**src/rtl/character_redraw_ctrl.sv**
```systemverilog
// -----------------------------------------------------------------------------
// character_redraw_ctrl
//
// Owns the player character's lane (0..3) and turns move requests into a
// stream of VGA pixel writes. An accepted move erases the box at the old lane
// in the background colour, then draws it at the new lane in the character
// colour, one pixel per clock, row-major.
//
// After reset the block draws lane 0 (INIT) before accepting any move.
//
// Optional feature (compile-time macro MOVE_QUEUE_EN):
//   When defined, a one-entry pending-move register captures a request that
//   arrives while a move is in progress. That request is started directly
//   from DONE. Its validity is judged against the lane committed at that
//   point, not against the lane at capture time.
//   When undefined, requests that arrive while busy are dropped.
//
// Ports:
//   clk             in   system clock, rising edge
//   rst_n           in   asynchronous active-low reset
//   move_left_i     in   single-cycle request: move one lane left
//   move_right_i    in   single-cycle request: move one lane right
//   curr_pos_o      out  committed lane; updates when the draw pass starts
//   vga_x_o         out  pixel column to the VGA adapter
//   vga_y_o         out  pixel row to the VGA adapter
//   vga_colour_o    out  pixel colour
//   vga_plot_o      out  pixel write enable
//   busy_o          out  high while any pass (or DONE) is in progress
//   done_drawing_o  out  one-cycle pulse after a draw pass completes
// -----------------------------------------------------------------------------
module character_redraw_ctrl #(
    parameter int          CHAR_W      = 9,
    parameter int          CHAR_H      = 5,
    parameter int          CHAR_Y      = 102,
    parameter int          POS0_X      = 6,
    parameter int          POS1_X      = 24,
    parameter int          POS2_X      = 78,
    parameter int          POS3_X      = 132,
    parameter logic [2:0]  CHAR_COLOUR = 3'b111,
    parameter logic [2:0]  BG_COLOUR   = 3'b000
) (
    input  logic       clk,
    input  logic       rst_n,
    input  logic       move_left_i,
    input  logic       move_right_i,
    output logic [1:0] curr_pos_o,
    output logic [7:0] vga_x_o,
    output logic [6:0] vga_y_o,
    output logic [2:0] vga_colour_o,
    output logic       vga_plot_o,
    output logic       busy_o,
    output logic       done_drawing_o
);

    localparam int XW = (CHAR_W > 1) ? $clog2(CHAR_W) : 1;
    localparam int YW = (CHAR_H > 1) ? $clog2(CHAR_H) : 1;

    localparam logic [XW-1:0] X_LAST = XW'(CHAR_W - 1);
    localparam logic [YW-1:0] Y_LAST = YW'(CHAR_H - 1);

    localparam logic [2:0] S_INIT  = 3'd0;
    localparam logic [2:0] S_IDLE  = 3'd1;
    localparam logic [2:0] S_ERASE = 3'd2;
    localparam logic [2:0] S_DRAW  = 3'd3;
    localparam logic [2:0] S_DONE  = 3'd4;

    // Left column of each lane.
    function automatic logic [7:0] lane_x(input logic [1:0] lane);
        logic [7:0] x;
        case (lane)
            2'd0:    x = 8'(POS0_X);
            2'd1:    x = 8'(POS1_X);
            2'd2:    x = 8'(POS2_X);
            default: x = 8'(POS3_X);
        endcase
        return x;
    endfunction

    // -------------------------------------------------------------------------
    // State
    //
    // The state and the scan counters describe what the output registers are
    // presenting right now. Outputs are therefore loaded from the *next*
    // state/counters, so the first pixel of a pass appears in the cycle right
    // after the edge that enters the pass.
    // -------------------------------------------------------------------------
    logic [2:0]    state_q,    state_d;
    logic [XW-1:0] xcnt_q,     xcnt_d;
    logic [YW-1:0] ycnt_q,     ycnt_d;
    logic [1:0]    old_lane_q, old_lane_d;
    logic [1:0]    new_lane_q, new_lane_d;

    logic [1:0]    curr_pos_q;
    logic [7:0]    vga_x_q;
    logic [6:0]    vga_y_q;
    logic [2:0]    vga_colour_q;
    logic          vga_plot_q;
    logic          busy_q;
    logic          done_q;

`ifdef MOVE_QUEUE_EN
    logic          pend_valid_q, pend_valid_d;
    logic          pend_right_q, pend_right_d;
`endif

    // -------------------------------------------------------------------------
    // Request decode. Both buttons together is treated as no request.
    // -------------------------------------------------------------------------
    logic       in_left;
    logic       in_right;
    logic       sel_valid;
    logic       sel_right;
    logic       start_ok;
    logic [1:0] start_target;

    assign in_left  = move_left_i  & ~move_right_i;
    assign in_right = move_right_i & ~move_left_i;

    always_comb begin
        sel_valid = in_left | in_right;
        sel_right = in_right;
`ifdef MOVE_QUEUE_EN
        // In DONE a request arriving this very cycle is the newest one and
        // wins; otherwise fall back to the stored move.
        if ((state_q == S_DONE) && !(in_left | in_right)) begin
            sel_valid = pend_valid_q;
            sel_right = pend_right_q;
        end
`endif
        // Validity is judged against the lane committed now.
        start_ok     = sel_valid &&
                       (sel_right ? (curr_pos_q != 2'd3) : (curr_pos_q != 2'd0));
        start_target = sel_right ? 2'(curr_pos_q + 2'd1) : 2'(curr_pos_q - 2'd1);
    end

    // -------------------------------------------------------------------------
    // Scan counter helpers
    // -------------------------------------------------------------------------
    logic          pixel_last;
    logic [XW-1:0] xcnt_adv;
    logic [YW-1:0] ycnt_adv;

    always_comb begin
        pixel_last = (xcnt_q == X_LAST) && (ycnt_q == Y_LAST);
        if (xcnt_q == X_LAST) begin
            xcnt_adv = '0;
            ycnt_adv = ycnt_q + YW'(1);
        end else begin
            xcnt_adv = xcnt_q + XW'(1);
            ycnt_adv = ycnt_q;
        end
    end

    // -------------------------------------------------------------------------
    // Next-state logic
    // -------------------------------------------------------------------------
    always_comb begin
        state_d    = state_q;
        xcnt_d     = xcnt_q;
        ycnt_d     = ycnt_q;
        old_lane_d = old_lane_q;
        new_lane_d = new_lane_q;
`ifdef MOVE_QUEUE_EN
        pend_valid_d = pend_valid_q;
        pend_right_d = pend_right_q;
`endif

        case (state_q)
            S_INIT: begin
                // Straight out of reset nothing is on the outputs yet, so the
                // first edge presents pixel (0,0) instead of advancing past it.
                if (vga_plot_q) begin
                    if (pixel_last) begin
                        state_d = S_DONE;
                        xcnt_d  = '0;
                        ycnt_d  = '0;
                    end else begin
                        xcnt_d  = xcnt_adv;
                        ycnt_d  = ycnt_adv;
                    end
                end
            end

            S_IDLE: begin
                if (start_ok) begin
                    state_d    = S_ERASE;
                    old_lane_d = curr_pos_q;
                    new_lane_d = start_target;
                    xcnt_d     = '0;
                    ycnt_d     = '0;
                end
            end

            S_ERASE, S_DRAW: begin
                if (pixel_last) begin
                    state_d = (state_q == S_ERASE) ? S_DRAW : S_DONE;
                    xcnt_d  = '0;
                    ycnt_d  = '0;
                end else begin
                    xcnt_d  = xcnt_adv;
                    ycnt_d  = ycnt_adv;
                end
`ifdef MOVE_QUEUE_EN
                if (in_left | in_right) begin
                    pend_valid_d = 1'b1;
                    pend_right_d = in_right;
                end
`endif
            end

            S_DONE: begin
                state_d = S_IDLE;
`ifdef MOVE_QUEUE_EN
                // A pending move skips IDLE and starts erasing next cycle.
                pend_valid_d = 1'b0;
                if (start_ok) begin
                    state_d    = S_ERASE;
                    old_lane_d = curr_pos_q;
                    new_lane_d = start_target;
                    xcnt_d     = '0;
                    ycnt_d     = '0;
                end
`endif
            end

            default: begin
                state_d = S_INIT;
                xcnt_d  = '0;
                ycnt_d  = '0;
            end
        endcase
    end

    // -------------------------------------------------------------------------
    // Output decode from the next state
    // -------------------------------------------------------------------------
    logic       scan_d;
    logic [1:0] scan_lane_d;
    logic [2:0] scan_colour_d;

    always_comb begin
        scan_d        = (state_d == S_INIT) || (state_d == S_ERASE) ||
                        (state_d == S_DRAW);
        scan_lane_d   = 2'd0;
        scan_colour_d = CHAR_COLOUR;
        if (state_d == S_ERASE) begin
            scan_lane_d   = old_lane_d;
            scan_colour_d = BG_COLOUR;
        end else if (state_d == S_DRAW) begin
            scan_lane_d   = new_lane_d;
        end
    end

    // -------------------------------------------------------------------------
    // Registers
    // -------------------------------------------------------------------------
    always_ff @(posedge clk or negedge rst_n) begin
        if (!rst_n) begin
            state_q      <= S_INIT;
            xcnt_q       <= '0;
            ycnt_q       <= '0;
            old_lane_q   <= 2'd0;
            new_lane_q   <= 2'd0;
            curr_pos_q   <= 2'd0;
            vga_x_q      <= 8'd0;
            vga_y_q      <= 7'd0;
            vga_colour_q <= BG_COLOUR;
            vga_plot_q   <= 1'b0;
            busy_q       <= 1'b1;
            done_q       <= 1'b0;
        end else begin
            state_q    <= state_d;
            xcnt_q     <= xcnt_d;
            ycnt_q     <= ycnt_d;
            old_lane_q <= old_lane_d;
            new_lane_q <= new_lane_d;

            // The lane is committed as the draw pass begins.
            if ((state_d == S_DRAW) && (state_q != S_DRAW)) begin
                curr_pos_q <= new_lane_d;
            end

            // Position/colour hold their last value outside a pass.
            if (scan_d) begin
                vga_x_q      <= lane_x(scan_lane_d) + 8'(xcnt_d);
                vga_y_q      <= 7'(CHAR_Y) + 7'(ycnt_d);
                vga_colour_q <= scan_colour_d;
            end

            vga_plot_q <= scan_d;
            busy_q     <= (state_d != S_IDLE);
            done_q     <= (state_d == S_DONE);
        end
    end

`ifdef MOVE_QUEUE_EN
    always_ff @(posedge clk or negedge rst_n) begin
        if (!rst_n) begin
            pend_valid_q <= 1'b0;
            pend_right_q <= 1'b0;
        end else begin
            pend_valid_q <= pend_valid_d;
            pend_right_q <= pend_right_d;
        end
    end
`endif

    assign curr_pos_o     = curr_pos_q;
    assign vga_x_o        = vga_x_q;
    assign vga_y_o        = vga_y_q;
    assign vga_colour_o   = vga_colour_q;
    assign vga_plot_o     = vga_plot_q;
    assign busy_o         = busy_q;
    assign done_drawing_o = done_q;

endmodule

```
**config.mk**
```make
export PLATFORM = sky130hd
export DESIGN_NAME = character_redraw_ctrl
export DESIGN_NICKNAME = d
export VERILOG_FILES = /design/src/rtl/character_redraw_ctrl.sv
export SDC_FILE = /design/constraint.sdc
export NUM_CORES = 1
export LEC_CHECK = 0
export CORE_ASPECT_RATIO = 1.5
export CORE_MARGIN = 2
export CORE_UTILIZATION = 36
export CTS_BUF_LIST = sky130_fd_sc_hd__clkbuf_16
export DETAILED_ROUTE_END_ITERATION = 7
export DONT_BUFFER_PORTS = 1
export PLACE_DENSITY_LB_ADDON = 0.25
export SLEW_MARGIN = 25
export SYNTH_ARGS = -nofsm -noshare
export SYNTH_HDL_FRONTEND = slang
export SYNTH_SLANG_ARGS = --single-unit
```
**constraint.sdc**
```tcl
create_clock -name clk -period 5.95 [get_ports clk]
set_input_delay 0.8925 -clock clk [delete_from_list [all_inputs] [get_ports clk]]
set_output_delay 0.8925 -clock clk [all_outputs]
set_load 0.02 [all_outputs]
```
* Word-level counts from Yosys, hierarchy flattened
Cells that the tools add are included.
Word-level totals: register bits after elaboration 37, input bits 4, output and inout bits 23, logic and storage cells 74
Operators by class: $add $sub $neg 6, equality and inequality tests 14, mux-type cells 27, bitwise operators 5, reduce and logical (&&, ||, !) cells 10
Operators with widths (count):
- $mux W3 | 10
- $pmux W3 S4 | 2
- $pmux W8 S3 | 1
- $mux W4 | 4
- $pmux W4 S4 | 1
- $mux W2 | 7
- $eq A3 B2 Y1 const B | 4
- $eq A3 B3 Y1 const B | 3
- $add A8 B4 Y8 | 1
- $mux W8 | 1
- $add A6 B4 Y7 const A | 1
- $logic_not A3 Y1 | 2
- $add A4 B1 Y4 const B | 1
- $eq A4 B4 Y1 const B | 1
- $add A3 B1 Y3 const B | 1
- $eq A3 B1 Y1 const B | 1
- $logic_and A1 B1 Y1 | 3
- $ne A3 B1 Y1 const B | 1
- $ne A3 B2 Y1 const B | 1
- $add A2 B1 Y2 const B | 1
- $and A1 B1 Y1 | 2
- $eq A2 B1 Y1 const B | 1
- $eq A2 B2 Y1 const B | 1
- $logic_not A2 Y1 | 1
- other kinds (8) | 10

* Longest topological paths before layout
Gate-level depths: netlist of run 1.
word-level depth 13, gate-level depth with buffers 13, depth with buffers taken out 13

* Worst setup path after synthesis of run 1
Ideal clock, no wire load.
path type input to register, start in move_left_i, end reg vga_x_q[4] (netlist: vga_x_o[4]), setup time 125 ps, data arrival time 3550 ps, required time 5825 ps, setup slack 2275 ps, stages 13, buffers on the path 0, cells stage by stage inv_1 > ha_1 > nor4b_1 > a21oi_1 > a311oi_2 > o32a_1 > ha_1 > inv_1 > ha_1 > a21o_1 > a21oi_1 > xnor2_1 > mux2_4
Between the ends: word-level cells in the longest chain between the ends 13, elaborated cells between the ends (all ways) 28, classes of those cells 1 x add/sub; 4 x eq/ne; 14 x mux; 4 x bitwise; 5 x reduce/logical
Ends and longest elaborated chain:
- from (decl) | RTL line 44 | input logic move_left_i,
- $not A1 Y1 | RTL line 117 | assign in_right = move_right_i & ~move_left_i;
- $and A1 B1 Y1 | RTL line 117
- $or A1 B1 Y1 / $mux W1 (equally long branches) | RTL line 120, 132
- $logic_and A1 B1 Y1 | RTL line 131 | start_ok = sel_valid &&
- $mux W3 | RTL line 185 | if (start_ok) begin
- $pmux W3 S4 | RTL line 168 | case (state_q)
- $eq A3 B2 Y1 | RTL line 243, 249
- $mux W2 | RTL line 249 | end else if (state_d == S_DRAW) begin
- $mux W2 | RTL line 246 | if (state_d == S_ERASE) begin
- $eq A2 B2 Y1, or another cell as far along | RTL line 70 | case (lane)
- $pmux W8 S3 | RTL line 70
- $mux W8 | RTL line 284 | if (scan_d) begin
- $add A8 B4 Y8 | RTL line 285 | vga_x_q <= lane_x(scan_lane_d) + 8'(xcnt_d);
- to (signal assigned) | RTL line 285
- to (decl) | RTL line 94 | logic [7:0] vga_x_q;
Parallel ways exist; a longest one is shown, timed or not. The select of a mux whose other input is x is not followed. A chain may end at the register's enable or synchronous reset.

* Final worst setup path of run 1
Same ends and word-level chain as after synthesis.

==> results of run 1 <==
metal layers:
layer  global-route usage  wire (µm)
met3              0.03592        175
met1               0.1764       1816
met2               0.2862       2514
met4              0.06122         84
met5                    0          0
cells in the final DEF (no fill, tap or decap), types with 2 or more instances in the layout:
cell	instances
sky130_fd_sc_hd__dfrtp_1	32
sky130_fd_sc_hd__inv_1	19
sky130_fd_sc_hd__ha_1	12
sky130_fd_sc_hd__a21oi_1	10
sky130_fd_sc_hd__o31ai_1	10
sky130_fd_sc_hd__o21ai_0	9
sky130_fd_sc_hd__nand2_1	9
sky130_fd_sc_hd__mux2_2	7
sky130_fd_sc_hd__nor3_1	6
sky130_fd_sc_hd__nor2_1	6
sky130_fd_sc_hd__clkbuf_16	5
sky130_fd_sc_hd__a21o_1	4
sky130_fd_sc_hd__a211oi_1	3
sky130_fd_sc_hd__nor2b_1	3
sky130_fd_sc_hd__mux2_4	3
sky130_fd_sc_hd__nand2b_1	2
sky130_fd_sc_hd__nor3b_1	2
sky130_fd_sc_hd__nand4_1	2
sky130_fd_sc_hd__o311ai_0	2
sky130_fd_sc_hd__or3b_1	2
sky130_fd_sc_hd__or3_1	2
sky130_fd_sc_hd__nand3_1	2
sky130_fd_sc_hd__a2111oi_0	2
sky130_fd_sc_hd__o2bb2ai_1	2
sky130_fd_sc_hd__clkinv_2	2
layout make-up:
cell class	instances	area, µm²
fill	560	3471
multi-input combinational	136	1106
sequential	33	827.0
clock buffer	5	125.1
tap	72	90.09
inverter	18	67.56
clock inverter	3	13.76
cell families after synthesis:
| logic type | count (synthesis) | synth area share |
|---|---|---|
| XOR/XNOR | 2 | 0.008340 |
| buffers and inverters | 29 | 0.07980 |
| other | 1 | 0.001785 |
| adder cells (fa/ha/maj) | 13 | 0.08100 |
| flip-flops | 33 | 0.3937 |
| AND/OR/NAND/NOR | 48 | 0.1465 |
| multiplexers | 11 | 0.06373 |
| AO/OA/AOI/OAI | 61 | 0.2251 |
flip-flops by register name (all words and copies together), names as in the netlist, 2 cells and up:
register and flops:
state_q 3, xcnt_q 4, old_lane_q 2, vga_y_o 5, vga_x_o 8, new_lane_q 2
ycnt_q 3, curr_pos_o 2
worst reg2reg max path, delay by kind of cell, from the launching register on:
family                   cells  cell delay, ps
AO/OA/AOI/OAI                4             950
AND/OR/NAND/NOR              2             810
flip-flops                   1             600
adder cells (fa/ha/maj)      2             470
multiplexers                 1             260
buffers and inverters        1             100
XOR/XNOR                     1              80
path summary, 6_finish.rpt:
kind,start,end,slack (ps),depth (start not counted)
hold reg to reg,old_lane_q[1],old_lane_q[1],520,2
max in group asynchronous,rst_n,busy_o,5470,0
setup / recovery,move_left_i,vga_x_o[4],2280,13
min in group clk,old_lane_q[1],old_lane_q[1],520,2
setup reg to reg,state_q[2],vga_x_o[4],2570,11
hold / removal,rst_n,xcnt_q[0],310,0
where the power goes:
part	leakage (nW)	switching [mW]	internal, mW
combinational	0.462	0.185	0.196
clock	0.0748	0.0935	0.152
sequential	0.393	0.116	0.295
total	0.930	0.395	0.643
==> flow_summary.toml, run 1 <==
[routing]
detailedRoute.firstIterationViolations = 49
via_count = 1483
wire_per_inst_um = 17.19
ant_nets = 0
vias_per_inst = 5.554
post-route-drc-count = 0
finalWirelength_um = 4590
first_pass_iters = 4

[yosys]
syn-mean-instance-area_um2 = 10.61
netlist-cell-type-count = 65
netlist_instances = 198
async_reset_ff_frac = 1.000
yosys.cell_count.top_type = "sky130_fd_sc_hd__dfrtp_1"
count_of_flip_flops_with_a_built_in_enable_after_synthesis = 0
post_synth_instance_area_um2 = 2101
net_count_of_the_mapped_netlist = 215
ys_ff_latch = 33
ys_seq_area_frac = 0.3937
yosysWarnings = 0
netlist.top_cell.by_area = "sky130_fd_sc_hd__dfrtp_1"
netlist_top_cells_count = "sky130_fd_sc_hd__dfrtp_1, sky130_fd_sc_hd__inv_1, sky130_fd_sc_hd__ha_1, sky130_fd_sc_hd__a21oi_1, sky130_fd_sc_hd__o31ai_1"
synth.top_cell.area_share = 0.3812
dominantRegCellSynth = "sky130_fd_sc_hd__dfrtp_1"
top_area_cells_in_the_synthesized_netlist = "sky130_fd_sc_hd__dfrtp_1, sky130_fd_sc_hd__ha_1, sky130_fd_sc_hd__mux2_2, sky130_fd_sc_hd__o31ai_1, sky130_fd_sc_hd__inv_1"

[clock_network]
insertion_delay_ps = 280
clockBufferDepth = 2
cts_repair_resize_count = 0
cts_hold_buffers = 0
total_number_of_h_tree_levels = 2
clock_buffers_created_by_tritoncts = 5
cts_setup_buffers = 0
cts_tree = "done"
clkTransAtPathRegs_ps = 50
cts.sinks = 33
cts-root-buf = "sky130_fd_sc_hd__clkbuf_16"

[floorplan]
die_area_um2 = 6475
die-height_um = 97.56
initial_core_util = 0.3685
placementRows = 34
core-area_um2 = 5700
die_width_um = 66.37
floorplan.io_pins = 27

[setup_path]
cp-end-kind = "register"
crit_path_category = "in -> reg"
crit_path_top_delay_cell = "sky130_fd_sc_hd__nor4b_1"
largest_delay_share_family_worst_path = "compound AO/OA/AOI/OAI gates"
timing.critical_path.cells = "inv_1 > ha_1 > nor4b_1 > nand2_1 > a311oi_2 > o32a_1 > ha_1 > inv_1 > ha_1 > a21o_1 > a21oi_1 > xnor2_1 > mux2_4"
timing.critical_path.required_ps = 6110
critPathMaxStageDelay_ps = 550
critPathMostFrequentCell = "sky130_fd_sc_hd__ha_1"
critical_path.max_fanout = 5
cp.arrival_ps = 3830
cp.buffers_inverters = 2
critical_path.startpoint_type = "input pin"

[pwr]
power_density_of_the_placed_cells_nw_per_um2 = 465.3
p_leak_nw = 0.9299
maximum_vdd_ir_drop_mv = 0.2174
total_power_mw = 1.037

[timing]
unrepaired_setup_endpoints_after_global_routing = "false"
timing.slew.headroom = 0.5419
worst_clock_skew_ps = 4.329
period_utilization_post_route = 0.6162
finalMaxSlewViolations = 0
setup_slack_ps = 2284
period_needed_ps = 3666
finalSetupViolations = 0
report.final.hold_viol_count = 0
worst_pin_slew_ps = 669.8
maxClockFrequency_ghz = 0.2728
fin_worst_hold_slack_ps = 305.8
tns_ps = 0

[placement]
post_dp_cell_area_um2 = 2091
io_buffers = 0
detailedPlace.worstSlack_ps = 1936
hpwlAfterDp_um = 3422
place_congestion = 0.8570
dpl.cell_count = 259

[layout]
fin_util = 0.3911
finalNetCount = 211
final_area_um2 = 2230
num_antenna_cells = 0
layout.cells.non_filler = 267
syn_to_final_growth_pct = 6.135
proportion_of_layout_cells_with_a_drive_suffix_above_1 = 0.1436

[grt]
grt_pass1_wl_um = 7845
grt_pass1_vias = 1578
grt.total_usage = 0.1597
initial_antenna_violation_count = 0
globalRoute.totalOverflow = 0
grt_start_max_net_pins = 34

[run]
max_cap_violations = 0

[min_path]
min_path_type = "in -> async"

[run_status]
outcome = "completed"
(Power assumes the default switching activity.)
==> run 2: changes to the inputs <==
- clock period: 5.95 -> 3.2 ns (I/O delays scaled with it)
==> run 2 against run 1 <==
  * Largest power group is now combinational logic
  * Combinational power is 130% higher
  * Sequential share of layout area is 4.2 points lower
  * Routed wire length is 8.2% higher
  * Global-route usage is 0.50 points higher
  * Register-to-register slack worse by 2400 ps
  * Die area stayed put
  * Count of clock-buffer cells in the layout stayed put
  * Via count is 6.8% higher
  * Core utilization is 5.1 points higher
  * Worst setup slack worse by 2100 ps
  * Critical path type is now reg -> reg
  * Clock power is 82% higher
  * Largest cell class unchanged
==> flow_summary.toml, run 2 (synthesis results as in run 1) <==
[floorplan]
die_width_um = 66.37
initial_core_util = 0.3685
floorplan.io_pins = 27
die-height_um = 97.56
placementRows = 34
core-area_um2 = 5700
die_area_um2 = 6475

[setup_path]
cp.arrival_ps = 3190
cp-end-kind = "register"
largest_delay_share_family_worst_path = "simple AND/OR/NAND/NOR gates"
critical_path.max_fanout = 3
crit_path_top_delay_cell = "sky130_fd_sc_hd__or3b_4"
timing.critical_path.required_ps = 3360
critPathMostFrequentCell = "sky130_fd_sc_hd__ha_1"
critical_path.startpoint_type = "register"
critPathMaxStageDelay_ps = 440
timing.critical_path.cells = "or3b_4 > nor4_4 > buf_4 > mux2i_4 > o32a_1 > ha_1 > inv_1 > ha_1 > a21o_1 > a21oi_2 > xnor2_1 > mux2_4"
crit_path_category = "reg -> reg"
cp.buffers_inverters = 2

[placement]
dpl.cell_count = 282
hpwlAfterDp_um = 3597
place_congestion = 0.8811
io_buffers = 0

[timing]
fin_worst_hold_slack_ps = 32.39
finalMaxSlewViolations = 0
finalSetupViolations = 0
period_needed_ps = 3027
period_utilization_post_route = 0.9459
unrepaired_setup_endpoints_after_global_routing = "false"
report.final.hold_viol_count = 0
worst_pin_slew_ps = 599.5
timing.slew.headroom = 0.5900
maxClockFrequency_ghz = 0.3304
worst_clock_skew_ps = 4.528
tns_ps = 0

[layout]
seqCellArea_um2 = 828.3
layout.filler_cells = 570
finalNetCount = 241
layout.cells.most_common_list = "sky130_fd_sc_hd__dfrtp_1, sky130_fd_sc_hd__buf_4, sky130_fd_sc_hd__inv_1, sky130_fd_sc_hd__ha_1, sky130_fd_sc_hd__o31ai_1"
proportion_of_layout_cells_with_a_drive_suffix_above_1 = 0.2946
mostFrequentLayoutCell = "sky130_fd_sc_hd__dfrtp_1"
syn_to_final_growth_pct = 19.95
layout.cells.non_filler = 296
multiInputGateArea_um2 = 1164
largest_register_ff_count = 8
num_antenna_cells = 0

[grt]
grt_start_max_net_pins = 33
grt_pass1_vias = 1658
initial_antenna_violation_count = 0
grt_pass1_wl_um = 8128
grt.total_usage = 0.1647
globalRoute.totalOverflow = 0

[routing]
post-route-drc-count = 0
finalWirelength_um = 4967
first_pass_iters = 4
wire_per_inst_um = 16.78
detailedRoute.firstIterationViolations = 48
ant_nets = 0
via_count = 1584
vias_per_inst = 5.351

[pwr]
power_density_of_the_placed_cells_nw_per_um2 = 813.7
maximum_vdd_ir_drop_mv = 0.5068
p_leak_nw = 1.080

[clock_network]
cts-root-buf = "sky130_fd_sc_hd__clkbuf_16"
clockBufferDepth = 2
cts.sinks = 33
insertion_delay_ps = 280
total_number_of_h_tree_levels = 2
clkTransAtPathRegs_ps = 50
clock_buffers_created_by_tritoncts = 5
cts_tree = "done"

[run]
max_cap_violations = 0

[min_path]
min_path_type = "in -> async"

[run_status]
outcome = "completed"
[run 2: cell count changes in the layout (fill, tap and decap cells not counted), sizes merged]
cell	change
clkinv	-1
buf	+30
[run 2: area by class of cell]
type | instances | area share
tap | 72 | 0.03575
clock buffer | 5 | 0.04965
timing repair buffer | 30 | 0.09434
clock inverter | 2 | 0.002979
multi-input combinational | 136 | 0.4618
sequential | 33 | 0.3287
inverter | 18 | 0.02681
[run 2: worst register-to-register path: cells and delay by family (launching register included)]
| kind | cells | cell delay [ps] |
|---|---|---|
| xor+xnor | 1 | 70 |
| simple gates | 2 | 740 |
| flops | 1 | 390 |
| buf+inv | 2 | 280 |
| fa+ha+maj | 2 | 450 |
| mux | 2 | 490 |
| compound gates | 3 | 490 |
[run 2: report_power, final]
part	total, mW	switching (mW)	internal [mW]	leakage (nW)
clock	0.445	0.168	0.278	0.0685
sequential	0.745	0.196	0.549	0.391
combinational	0.860	0.406	0.454	0.620
total	2.05	0.769	1.28	1.08
[run 2: stage by stage]
| step | area [µm²] | setup WS, ps | utilization | power [mW] |
|---|---|---|---|---|
| CTS | 2425 | 10.08 | 0.4254 | 2.004 |
| global route | 2520 | 20.95 | 0.4421 | 2.222 |
| finish | 2520 | 173.2 | 0.4421 | 2.050 |
| global placement | 2270 | -116.3 | 0.3982 | 1.519 |
| detailed placement | 2270 | -191.7 | 0.3982 | 1.540 |
| floorplan | 2107 | 13.92 | - | 1.350 |
[run 2: path summary, 6_finish.rpt]
check	start	endpoint	slack (ps)	depth (start not counted)
min in group clk	old_lane_q[1]	old_lane_q[1]	510	2
min reg2reg	old_lane_q[1]	old_lane_q[1]	510	2
max reg2reg	state_q[1]	vga_x_o[4]	170	12
max	state_q[1]	vga_x_o[4]	170	12
max in group asynchronous	rst_n	state_q[0]	2990	1
min	rst_n	xcnt_q[0]	30	1
[run 2: timing repair]
action,CTS,global route
setup endpoints to repair,1,3
resized for setup,1,13
pin swaps,0,4
hold endpoints to repair,32,0
buffers inserted,0,6
cloned,0,0
hold buffers,1,0
[run 2: metal layers]
metal	wire, µm	part of all wire	track usage
met5	0	0	0
met1	2016	0.41	0.1899
met2	2644	0.53	0.2869
met4	156	0.031	0.06907
met3	150	0.030	0.03244
==> run 3: changes to the inputs <==
- CORE_ASPECT_RATIO: 1.5 -> 0.7
- CORE_UTILIZATION: 36 -> 50
- SLEW_MARGIN: 25 -> 40
==> run 3 against run 2 <==
  * Combinational power up 2.7%
  * First-iteration DRC count rose to 2.8 times the previous value
  * Clock power up 1%
  * Hold slack worse by 5.9 ps
  * Count of clock-buffer cells in the layout unchanged
  * Die area down 27%
  * Via count up 5.1%
  * Largest power group unchanged
==> flow_summary.toml, run 3 (synthesis results as in run 1) <==
[routing]
wire_per_inst_um = 17.56
via_count = 1664
finalWirelength_um = 4881
met2RoutedLength_um = 2164
dr.max_layer_used = "met4"
ant_nets = 0
first_pass_iters = 4
detailedRoute.firstIterationViolations = 132
vias_per_inst = 5.986
post-route-drc-count = 0
met3_wirelength_um = 298
met1_length_um = 2354

[grt]
grt_pass1_vias = 1630
grt.total_usage = 0.2328
initial_antenna_violation_count = 0
grt_start_max_net_pins = 33
grt_pass1_wl_um = 8086
globalRoute.totalOverflow = 0

[floorplan]
placementRows = 19
die-height_um = 58.23
initial_core_util = 0.5292
die_width_um = 81.48
die_area_um2 = 4744
floorplan.io_pins = 27
core-area_um2 = 3970

[run_status]
outcome = "completed"

[layout]
num_antenna_cells = 0
layout.cells.most_common_list = "sky130_fd_sc_hd__dfrtp_1, sky130_fd_sc_hd__buf_4, sky130_fd_sc_hd__inv_1, sky130_fd_sc_hd__ha_1, sky130_fd_sc_hd__o31ai_1"
proportion_of_layout_cells_with_a_drive_suffix_above_1 = 0.3053
largest_register_ff_count = 8
mostFrequentLayoutCell = "sky130_fd_sc_hd__dfrtp_1"
syn_to_final_growth_pct = 18.46
finalNetCount = 242
fin_util = 0.6269

[setup_path]
number_of_cells_traversed_by_the_worst_register_to_register_path = 13
timing.critical_path.required_ps = 3360
critical_path.startpoint_type = "register"
critPathMaxStageDelay_ps = 410
timing.reg2reg.setup_slack_ps = 130
crit_path_top_delay_cell = "sky130_fd_sc_hd__dfrtp_1"
cp_num_cells = 13
setup.worst_path.end = "vga_x_o[4]"
rr_startpoint = "xcnt_q[1]"
crit_path_category = "reg -> reg"
critPathLaunch = "xcnt_q[1]"
cp.buffers_inverters = 2
critical_path.max_fanout = 4
cp.arrival_ps = 3230
cp-end-kind = "register"
crit-reg2reg-capture = "vga_x_o[4]"
largest_delay_share_family_worst_path = "compound AO/OA/AOI/OAI gates"
timing.critical_path.cells = "inv_1 > ha_2 > nand3b_4 > or3_1 > a21o_1 > o32a_1 > ha_1 > inv_2 > ha_1 > a21o_1 > a21oi_2 > xnor2_1 > mux2_4"

[timing]
worst_pin_slew_ps = 708.9
finalSetupViolations = 0
tns_ps = 0
report.final.hold_viol_count = 0
period_utilization_post_route = 0.9593
maxClockFrequency_ghz = 0.3258
timing.slew.headroom = 0.5274
finalMaxSlewViolations = 0
period_needed_ps = 3070
worst_clock_skew_ps = 2.258

[pwr]
maximum_vdd_ir_drop_mv = 0.4966
power_density_of_the_placed_cells_nw_per_um2 = 839.8
p_leak_nw = 1.088

[placement]
hpwlAfterDp_um = 3475
io_buffers = 0
place_congestion = 0.9405

[clock_network]
cts_tree = "done"
cts-root-buf = "sky130_fd_sc_hd__clkbuf_16"
clockBufferDepth = 2
clock_buffers_created_by_tritoncts = 5
cts.sinks = 33
clkTransAtPathRegs_ps = 50
total_number_of_h_tree_levels = 2
insertion_delay_ps = 280

[min_path]
min_path_type = "in -> async"

[run]
max_cap_violations = 0
[run 3: worst min path at each step]
stage | start | end | cells after the start
2_1_floorplan | rst_n | curr_pos_o[0] | 0
3_3_place_gp | rst_n | done_drawing_o | 0
3_5_place_dp | rst_n | state_q[2] | 0
4_1_cts | rst_n | state_q[1] | 1
5_1_grt | rst_n | busy_o | 0
6_report | rst_n | state_q[0] | 1
[run 3: where the power goes]
group	switching, mW	internal, mW	total (mW)
logic	0.422	0.461	0.883
clock network	0.170	0.281	0.451
registers	0.207	0.549	0.757
total	0.799	1.29	2.09
[run 3: layout make-up]
cell class / count / area [µm²]
fill: 336 / 1481
inverter: 18 / 67.56
clock inverter: 3 / 12.51
clock buffer: 5 / 125.1
multi-input combinational: 136 / 1145
timing repair buffer: 31 / 245.2
tap: 52 / 65.06
sequential: 33 / 828.3
[run 3: repair_timing]
item                                    CTS  global route
setup buffers                             0             8
resized for setup                         0            11
hold buffers                              1             0
hold endpoints to repair                 32             0
endpoints found under the setup margin    0             4
[run 3: layer usage]
layer	track usage	up-vias
li1	-	786
met2	0.3349	54
met5	0	-
met1	0.3350	817
met4	0.06780	0
met3	0.07632	7
[run 3: through the flow]
step / hold slack, ps / worst slack [ps] / std cells / total power, mW / cell area, µm²
6_report: 26.49 / 130.3 / 278 / 2.090 / 2489
4_1_cts: 29.58 / 19.32 / 270 / 2.023 / 2395
3_5_place_dp: 185.4 / -106.4 / 261 / 1.540 / 2237
5_1_grt: 28.47 / -48.71 / 278 / 2.248 / 2489
3_3_place_gp: 185.2 / 29.99 / 261 / 1.500 / 2237
2_1_floorplan: 184.4 / 13.92 / 198 / 1.350 / 2107
